==> src/rtl/i281_loader.sv <==
// i281_loader
// Program/data loader for the i281 multicycle CPU. A host streams bytes in
// over a valid/ready handshake. Each frame is a command byte, a count byte,
// the payload and a checksum byte. The block writes code words into a
// 64 x 16 code memory and data bytes into a 16 x 8 data memory. The CPU's
// run request is held off until a frame has loaded with a correct checksum.
//
// Ports:
//   clock, reset      single clock; synchronous active-high reset
//   run               run request from the board switch
//   in_valid, in_data host byte stream
//   in_ready          loader can take a byte this cycle
//   cmem_we/addr/wdata  code memory write port (one strobe per word)
//   dmem_we/addr/wdata  data memory write port (one strobe per byte)
//   cpu_run           gated run sent to the CPU
//   busy              a frame is in progress
//   load_ok, load_err sticky status of the last frame
//
// Handshake: a byte transfers on a rising edge where in_valid and in_ready
// are both high. The host may hold in_valid low for any number of cycles;
// the loader then simply waits. in_ready never depends on in_valid.
module i281_loader #(
   parameter int CADDR_W = 6,
   parameter int DADDR_W = 4
) (
   input  logic               clock,
   input  logic               reset,
   input  logic               run,
   input  logic               in_valid,
   input  logic [7:0]         in_data,
   output logic               in_ready,
   output logic               cmem_we,
   output logic [CADDR_W-1:0] cmem_addr,
   output logic [15:0]        cmem_wdata,
   output logic               dmem_we,
   output logic [DADDR_W-1:0] dmem_addr,
   output logic [7:0]         dmem_wdata,
   output logic               cpu_run,
   output logic               busy,
   output logic               load_ok,
   output logic               load_err
);

   // One extra bit so that a full-depth count (64) fits.
   localparam int NW = CADDR_W + 1;

   localparam logic [7:0] CMD_CODE = 8'hA5;
   localparam logic [7:0] CMD_DATA = 8'h5A;

   typedef enum logic [2:0] {
      S_IDLE  = 3'd0,
      S_COUNT = 3'd1,
      S_CHI   = 3'd2,
      S_CLO   = 3'd3,
      S_DBYTE = 3'd4,
      S_CSUM  = 3'd5,
      S_DONE  = 3'd6
   } state_t;

   state_t               state_q, state_d;
   logic                 code_mode_q, code_mode_d;
   logic [NW-1:0]        n_q, n_d;
   logic [NW-1:0]        widx_q, widx_d;
   logic [7:0]           hi_q, hi_d;
   logic [7:0]           sum_q, sum_d;
   logic                 cmem_we_q, cmem_we_d;
   logic [CADDR_W-1:0]   cmem_addr_q, cmem_addr_d;
   logic [15:0]          cmem_wdata_q, cmem_wdata_d;
   logic                 dmem_we_q, dmem_we_d;
   logic [DADDR_W-1:0]   dmem_addr_q, dmem_addr_d;
   logic [7:0]           dmem_wdata_q, dmem_wdata_d;
   logic                 cpu_run_q, cpu_run_d;
   logic                 load_ok_q, load_ok_d;
   logic                 load_err_q, load_err_d;

   logic                 accept;
   logic                 last_item;
   logic [CADDR_W-1:0]   code_cnt;
   logic [DADDR_W-1:0]   data_cnt;

   // in_ready is forced low while reset is asserted so no byte can be
   // consumed by a frame that is about to be discarded.
   assign in_ready  = !reset && (state_q != S_DONE);
   assign accept    = in_valid && in_ready;
   assign last_item = ((widx_q + NW'(1)) == n_q);
   assign code_cnt  = in_data[CADDR_W-1:0];
   assign data_cnt  = in_data[DADDR_W-1:0];

   // ---------------- state register ----------------
   always_ff @(posedge clock) begin
      if (reset) begin
         state_q <= S_IDLE;
      end else begin
         state_q <= state_d;
      end
   end

   // ---------------- next-state logic ----------------
   always_comb begin
      state_d = state_q;
      case (state_q)
         S_IDLE: begin
            if (accept && (in_data == CMD_CODE || in_data == CMD_DATA)) begin
               state_d = S_COUNT;
            end
         end
         S_COUNT: begin
            if (accept) state_d = code_mode_q ? S_CHI : S_DBYTE;
         end
         S_CHI: begin
            if (accept) state_d = S_CLO;
         end
         S_CLO: begin
            if (accept) state_d = last_item ? S_CSUM : S_CHI;
         end
         S_DBYTE: begin
            if (accept && last_item) state_d = S_CSUM;
         end
         S_CSUM: begin
            if (accept) state_d = S_DONE;
         end
         S_DONE: begin
            state_d = S_IDLE;
         end
         default: begin
            state_d = S_IDLE;
         end
      endcase
   end

   // ---------------- output / datapath logic ----------------
   always_comb begin
      code_mode_d  = code_mode_q;
      n_d          = n_q;
      widx_d       = widx_q;
      hi_d         = hi_q;
      sum_d        = sum_q;
      cmem_we_d    = 1'b0;
      cmem_addr_d  = cmem_addr_q;
      cmem_wdata_d = cmem_wdata_q;
      dmem_we_d    = 1'b0;
      dmem_addr_d  = dmem_addr_q;
      dmem_wdata_d = dmem_wdata_q;
      load_ok_d    = load_ok_q;
      load_err_d   = load_err_q;
      // Uses the current state, so cpu_run can only rise once the FSM has
      // actually returned to IDLE after DONE.
      cpu_run_d    = run && load_ok_q && (state_q == S_IDLE);

      if (accept) begin
         case (state_q)
            S_IDLE: begin
               if (in_data == CMD_CODE || in_data == CMD_DATA) begin
                  code_mode_d = (in_data == CMD_CODE);
                  load_ok_d   = 1'b0;
                  load_err_d  = 1'b0;
                  widx_d      = '0;
                  sum_d       = '0;
               end else begin
                  load_err_d  = 1'b1;
               end
            end
            S_COUNT: begin
               // A zero count means a full memory.
               if (code_mode_q) begin
                  n_d = (code_cnt == '0) ? (NW'(1) << CADDR_W) : NW'(code_cnt);
               end else begin
                  n_d = (data_cnt == '0) ? (NW'(1) << DADDR_W) : NW'(data_cnt);
               end
            end
            S_CHI: begin
               hi_d  = in_data;
               sum_d = sum_q + in_data;
            end
            S_CLO: begin
               cmem_we_d    = 1'b1;
               cmem_addr_d  = widx_q[CADDR_W-1:0];
               cmem_wdata_d = {hi_q, in_data};
               widx_d       = widx_q + NW'(1);
               sum_d        = sum_q + in_data;
            end
            S_DBYTE: begin
               dmem_we_d    = 1'b1;
               dmem_addr_d  = widx_q[DADDR_W-1:0];
               dmem_wdata_d = in_data;
               widx_d       = widx_q + NW'(1);
               sum_d        = sum_q + in_data;
            end
            S_CSUM: begin
               if (in_data == sum_q) begin
                  load_ok_d  = 1'b1;
               end else begin
                  load_err_d = 1'b1;
               end
            end
            default: begin
            end
         endcase
      end
   end

   // ---------------- datapath / output registers ----------------
   always_ff @(posedge clock) begin
      if (reset) begin
         code_mode_q  <= 1'b0;
         n_q          <= '0;
         widx_q       <= '0;
         hi_q         <= '0;
         sum_q        <= '0;
         cmem_we_q    <= 1'b0;
         cmem_addr_q  <= '0;
         cmem_wdata_q <= '0;
         dmem_we_q    <= 1'b0;
         dmem_addr_q  <= '0;
         dmem_wdata_q <= '0;
         cpu_run_q    <= 1'b0;
         load_ok_q    <= 1'b0;
         load_err_q   <= 1'b0;
      end else begin
         code_mode_q  <= code_mode_d;
         n_q          <= n_d;
         widx_q       <= widx_d;
         hi_q         <= hi_d;
         sum_q        <= sum_d;
         cmem_we_q    <= cmem_we_d;
         cmem_addr_q  <= cmem_addr_d;
         cmem_wdata_q <= cmem_wdata_d;
         dmem_we_q    <= dmem_we_d;
         dmem_addr_q  <= dmem_addr_d;
         dmem_wdata_q <= dmem_wdata_d;
         cpu_run_q    <= cpu_run_d;
         load_ok_q    <= load_ok_d;
         load_err_q   <= load_err_d;
      end
   end

   assign cmem_we    = cmem_we_q;
   assign cmem_addr  = cmem_addr_q;
   assign cmem_wdata = cmem_wdata_q;
   assign dmem_we    = dmem_we_q;
   assign dmem_addr  = dmem_addr_q;
   assign dmem_wdata = dmem_wdata_q;
   assign cpu_run    = cpu_run_q;
   assign busy       = (state_q != S_IDLE);
   assign load_ok    = load_ok_q;
   assign load_err   = load_err_q;

endmodule

==> config.mk <==
export PLATFORM = sky130hd
export DESIGN_NAME = i281_loader
export DESIGN_NICKNAME = d
export VERILOG_FILES = /design/src/rtl/i281_loader.sv
export SDC_FILE = /design/constraint.sdc
export NUM_CORES = 1
export LEC_CHECK = 0
export CORE_ASPECT_RATIO = 1.1
export CORE_MARGIN = 3
export CORE_UTILIZATION = 30
export CTS_BUF_LIST = sky130_fd_sc_hd__clkbuf_4 sky130_fd_sc_hd__clkbuf_8 sky130_fd_sc_hd__clkbuf_16
export DETAILED_ROUTE_END_ITERATION = 16
export GPL_ROUTABILITY_DRIVEN = 1
export PLACE_DENSITY_LB_ADDON = 0.05
export SKIP_LAST_GASP = 1
export SLEW_MARGIN = 20
export SYNTH_ARGS = -nofsm -noshare
export SYNTH_HDL_FRONTEND = slang
export SYNTH_SLANG_ARGS = --single-unit
==> constraint.sdc <==
create_clock -name clock -period 2.8 [get_ports clock]
set_input_delay 0.28 -clock clock [delete_from_list [all_inputs] [get_ports clock]]
set_output_delay 0.28 -clock clock [all_outputs]
set_load 0.01 [all_outputs]
==> key figures <==
Clock network
  – Root Buffer: clkbuf_16
  – Number of buffers created by CTS: 9
  – Clock-pin slew on the worst setup and hold paths: 0.06 ns
  – Clock insertion delay at the later pin of the skew report: 0.34 ns
  – CTS tree: done
  – Post-CTS setup buffers: 0
  – Number of gates resized after cts: 0
  – CTS hold repair buffers: 0
  – CTS H-tree lvls: 3
  – CTS Buffer Depth: 2
  – Num Clock Sinks: 73

Setup path
  – Worst Setup End Kind: flip-flop
  – Top cell by count, worst path: o211ai_1
  – Family with the most delay on the worst path: compound AO/OA/AOI/OAI gates
  – Arr. time, crit path: 2.73 ns
  – Buf/Inv on CP: 1
  – Slowest CP cell: or4b_2
  – WP data required: 3.06 ns
  – WS Path Type: in2reg
  – Critical Path, Cell by Cell: clkdlybuf4s50_1, ha_1, a21oi_1, o211ai_1, a2111oi_0, nor3_1, or4b_2, o211ai_1
  – Critical path launch point type: input pin
  – CP max FO: 2
  – CP max stage delay: 0.62 ns

Global routing
  – GR met3 Demand/Resource: 3.50%
  – GR Overflow Total: 0
  – Vias in the first global route: 3006
  – Gr busiest metal: met2
  – First-pass GRT wire length: 15900 um
  – Met2 usage: 25.3%
  – Initial antenna violation count: 0
  – GRT Util Overall: 15.8%
  – Largest net degree at the start of global routing: 75
  – Met1 usage: 21.1%

Final layout
  – Layout area overhead: 31.9%
  – N_diodes: 0
  – Design Area, Final: 4560 um^2
  – Layout cells sized above 1: 10.6%
  – NumNets Final: 505
  – Number of fill cells: 1095
  – Post-Layout Cell Count: 636

Logic synthesis
  – Synth top area share: 42.3%
  – Seq/Total Area, Yosys: 42.3%
  – Synth top area cells: dfxtp_1, nand2_1, a21oi_1, nor2_1, mux2i_1
  – Synth Register Bits: 73
  – Synth area leader: dfxtp_1
  – Ys Warns: 0
  – Avg Inst Size Synth: 8.17 um^2
  – Synth Cell Area: 3450 um^2
  – Net Count, Synth: 444
  – Number of synthesized flops with an enable pin: 0
  – Gate Count Post-Synth: 423
  – Ys flop type: dfxtp_1
  – Unique masters post-synth: 57
  – Ys async rst share: 0%

Placement
  – Post-placement cell area: 4240 um^2
  – Port bufs: 52
  – Placed Cells incl. Taps: 620
  – Hpwl dp: 6710 um
  – GP Congestion: 0.826

STA
  – Slew at the pin with the worst max-slew slack: 0.790 ns
  – # setup viols final: 0
  – Fmax: 0.405 GHz
  – Sum Neg Setup Slack: 0 ns
  – Final slew viol count: 0
  – Min cycle time layout: 2.47 ns
  – Hold Vio Cnt, Final: 0
  – Worst hold margin: 0.450 ns
  – Final worst path period share: 88.2%
  – Setup Skew: 0.00575 ns
  – Rel. slew slack: 47.3%
  – RSZ-0062 raised after global routing: no

Routing
  – Post-route DRC: 0
  – ANT nets after route: 0
  – Initial DRC Count: 137
  – First-pass DRT Iterations: 4
  – Drt wl/cell: 14.9 um
  – Final wirelength: 9480 um
  – Ratio of routed vias to standard cells: 4.88
  – Via Count: 3101

Run status
  – Run status: complete, no violations

Floorplanning
  – Die height: 119 um
  – Die W: 108 um
  – Die area: 12800 um^2
  – Starting Density: 31.2%
  – Boundary Pins: 53
  – Core ar.: 11100 um^2
  – Site Rows: 40

Power
  – Peak supply drop: 0.201 mV
  – Pwr Density: 528 nW/um^2
  – LEAKAGE: 1.57 nW
  – Power, Total: 2.41 mW

Job
  – Max-cap viol count: 0

Min path
  – Tightest Hold Check Type: reg2reg
[kinds of logic after synthesis]
logic type | share of synthesized area [%]
flops | 42.3
fa+ha+maj | 3.48
simple gates | 25.7
mux | 3.48
compound gates | 18.1
xor+xnor | 3.04
buf+inv | 3.88
[metal layers]
| metal | wire [um] | part of all wire (%) | up-vias |
|---|---|---|---|
| met2 | 4530 | 48 | 40 |
| met5 | 0 | 0 | - |
| met4 | 133 | 1.4 | 0 |
| li1 | - | - | 1589 |
| met1 | 4530 | 48 | 1463 |
| met3 | 297 | 3.1 | 9 |
[final cells by class]
cell class,instances,area (um^2),share of cell area [%]
Clock buffer,10,233,5.11
Clock inverter,6,90.1,1.98
Inverter,12,45.0,0.988
Multi-Input combinational cell,315,1860,40.8
Sequential cell,73,1460,32.1
Tap cell,147,184,4.04
Timing Repair Buffer,73,686,15.0
[state kept, by name (all words and copies together), names as in the netlist]
signal and count:
cmem_addr 6, cmem_wdata 16, cmem_we 1, code_mode_q 1
cpu_run 1, dmem_addr 4, dmem_wdata 8, dmem_we 1
hi_q 8, load_err 1, load_ok 1, n_q 7
state_q 3, sum_q 8, widx_q 7
[per-stage QoR]
step	worst slack, ns	utilization, %
after global routing	0.151	41.2
after CTS	0.350	41.2
final	0.330	41.2
after floorplan	0.645	-
after global placement	0.0323	38.3
after detailed placement	0.0132	38.3
[where the power goes]
| group | internal, mW | total, mW | switching, mW |
|---|---|---|---|
| Clock | 0.793 | 1.26 | 0.462 |
| Combinational | 0.0447 | 0.110 | 0.0651 |
| Sequential | 1.04 | 1.04 | 0.00118 |
| Total | 1.88 | 2.41 | 0.529 |
[worst register-to-register path: stages, from the launching register on]
cell       delay [ns]
dfxtp_1          0.38
ha_1             0.27
a21oi_1          0.18
o211ai_1         0.13
a2111oi_0        0.53
nor3_1           0.13
or4b_2           0.62
o211ai_1         0.11
[worst paths after layout]
| path | start | to | slack [ns] | depth (start not counted) |
|---|---|---|---|---|
| max | in_data[1] | sum_q[7] | 0.33 | 8 |
| min | hi_q[2] | cmem_wdata[10] | 0.45 | 2 |
| max reg2reg | sum_q[1] | sum_q[7] | 0.38 | 7 |
| min reg2reg | hi_q[2] | cmem_wdata[10] | 0.45 | 2 |
[placed cells by master (no fill, tap or decap), types with 3 or more instances in the layout]
cell,n
inv_1,11
nor3_1,9
buf_4,20
dfxtp_1,73
nor2b_1,3
nand3_1,7
o31ai_1,3
nand2b_1,7
nor3b_1,3
or3_1,4
o21ai_0,15
nand2_1,87
ha_1,8
xnor2_1,9
a21oi_1,58
clkdlybuf4s50_1,51
xor2_1,3
o21a_1,4
nor2_1,33
clkbuf_16,9
mux2i_1,12
o211ai_1,3
a22oi_1,4
or4_1,3
[synth_stat cells (2+ instances only)]
library cell  number
or3_1              4
and3_1             2
a21oi_1           58
or4_1              3
and2_1             2
dfxtp_1           73
buf_2              2
o211ai_1           3
clkbuf_1          19
nand4_1            2
o31ai_1            3
nor2b_1            3
nand2b_1           7
a2bb2oi_1          2
nor4_1             2
mux2i_1           12
xor2_1             3
ha_1               8
o21a_1             4
nand2_1           87
nor3b_1            3
nor3_1             9
nor4b_1            2
o21ai_0           15
or2_2              2
a22oi_1            4
buf_1              2
inv_1             11
xnor2_1            9
a31oi_1            2
nor2_1            33
nand3_1            7
Note: power is estimated with default switching activity, not from simulation.
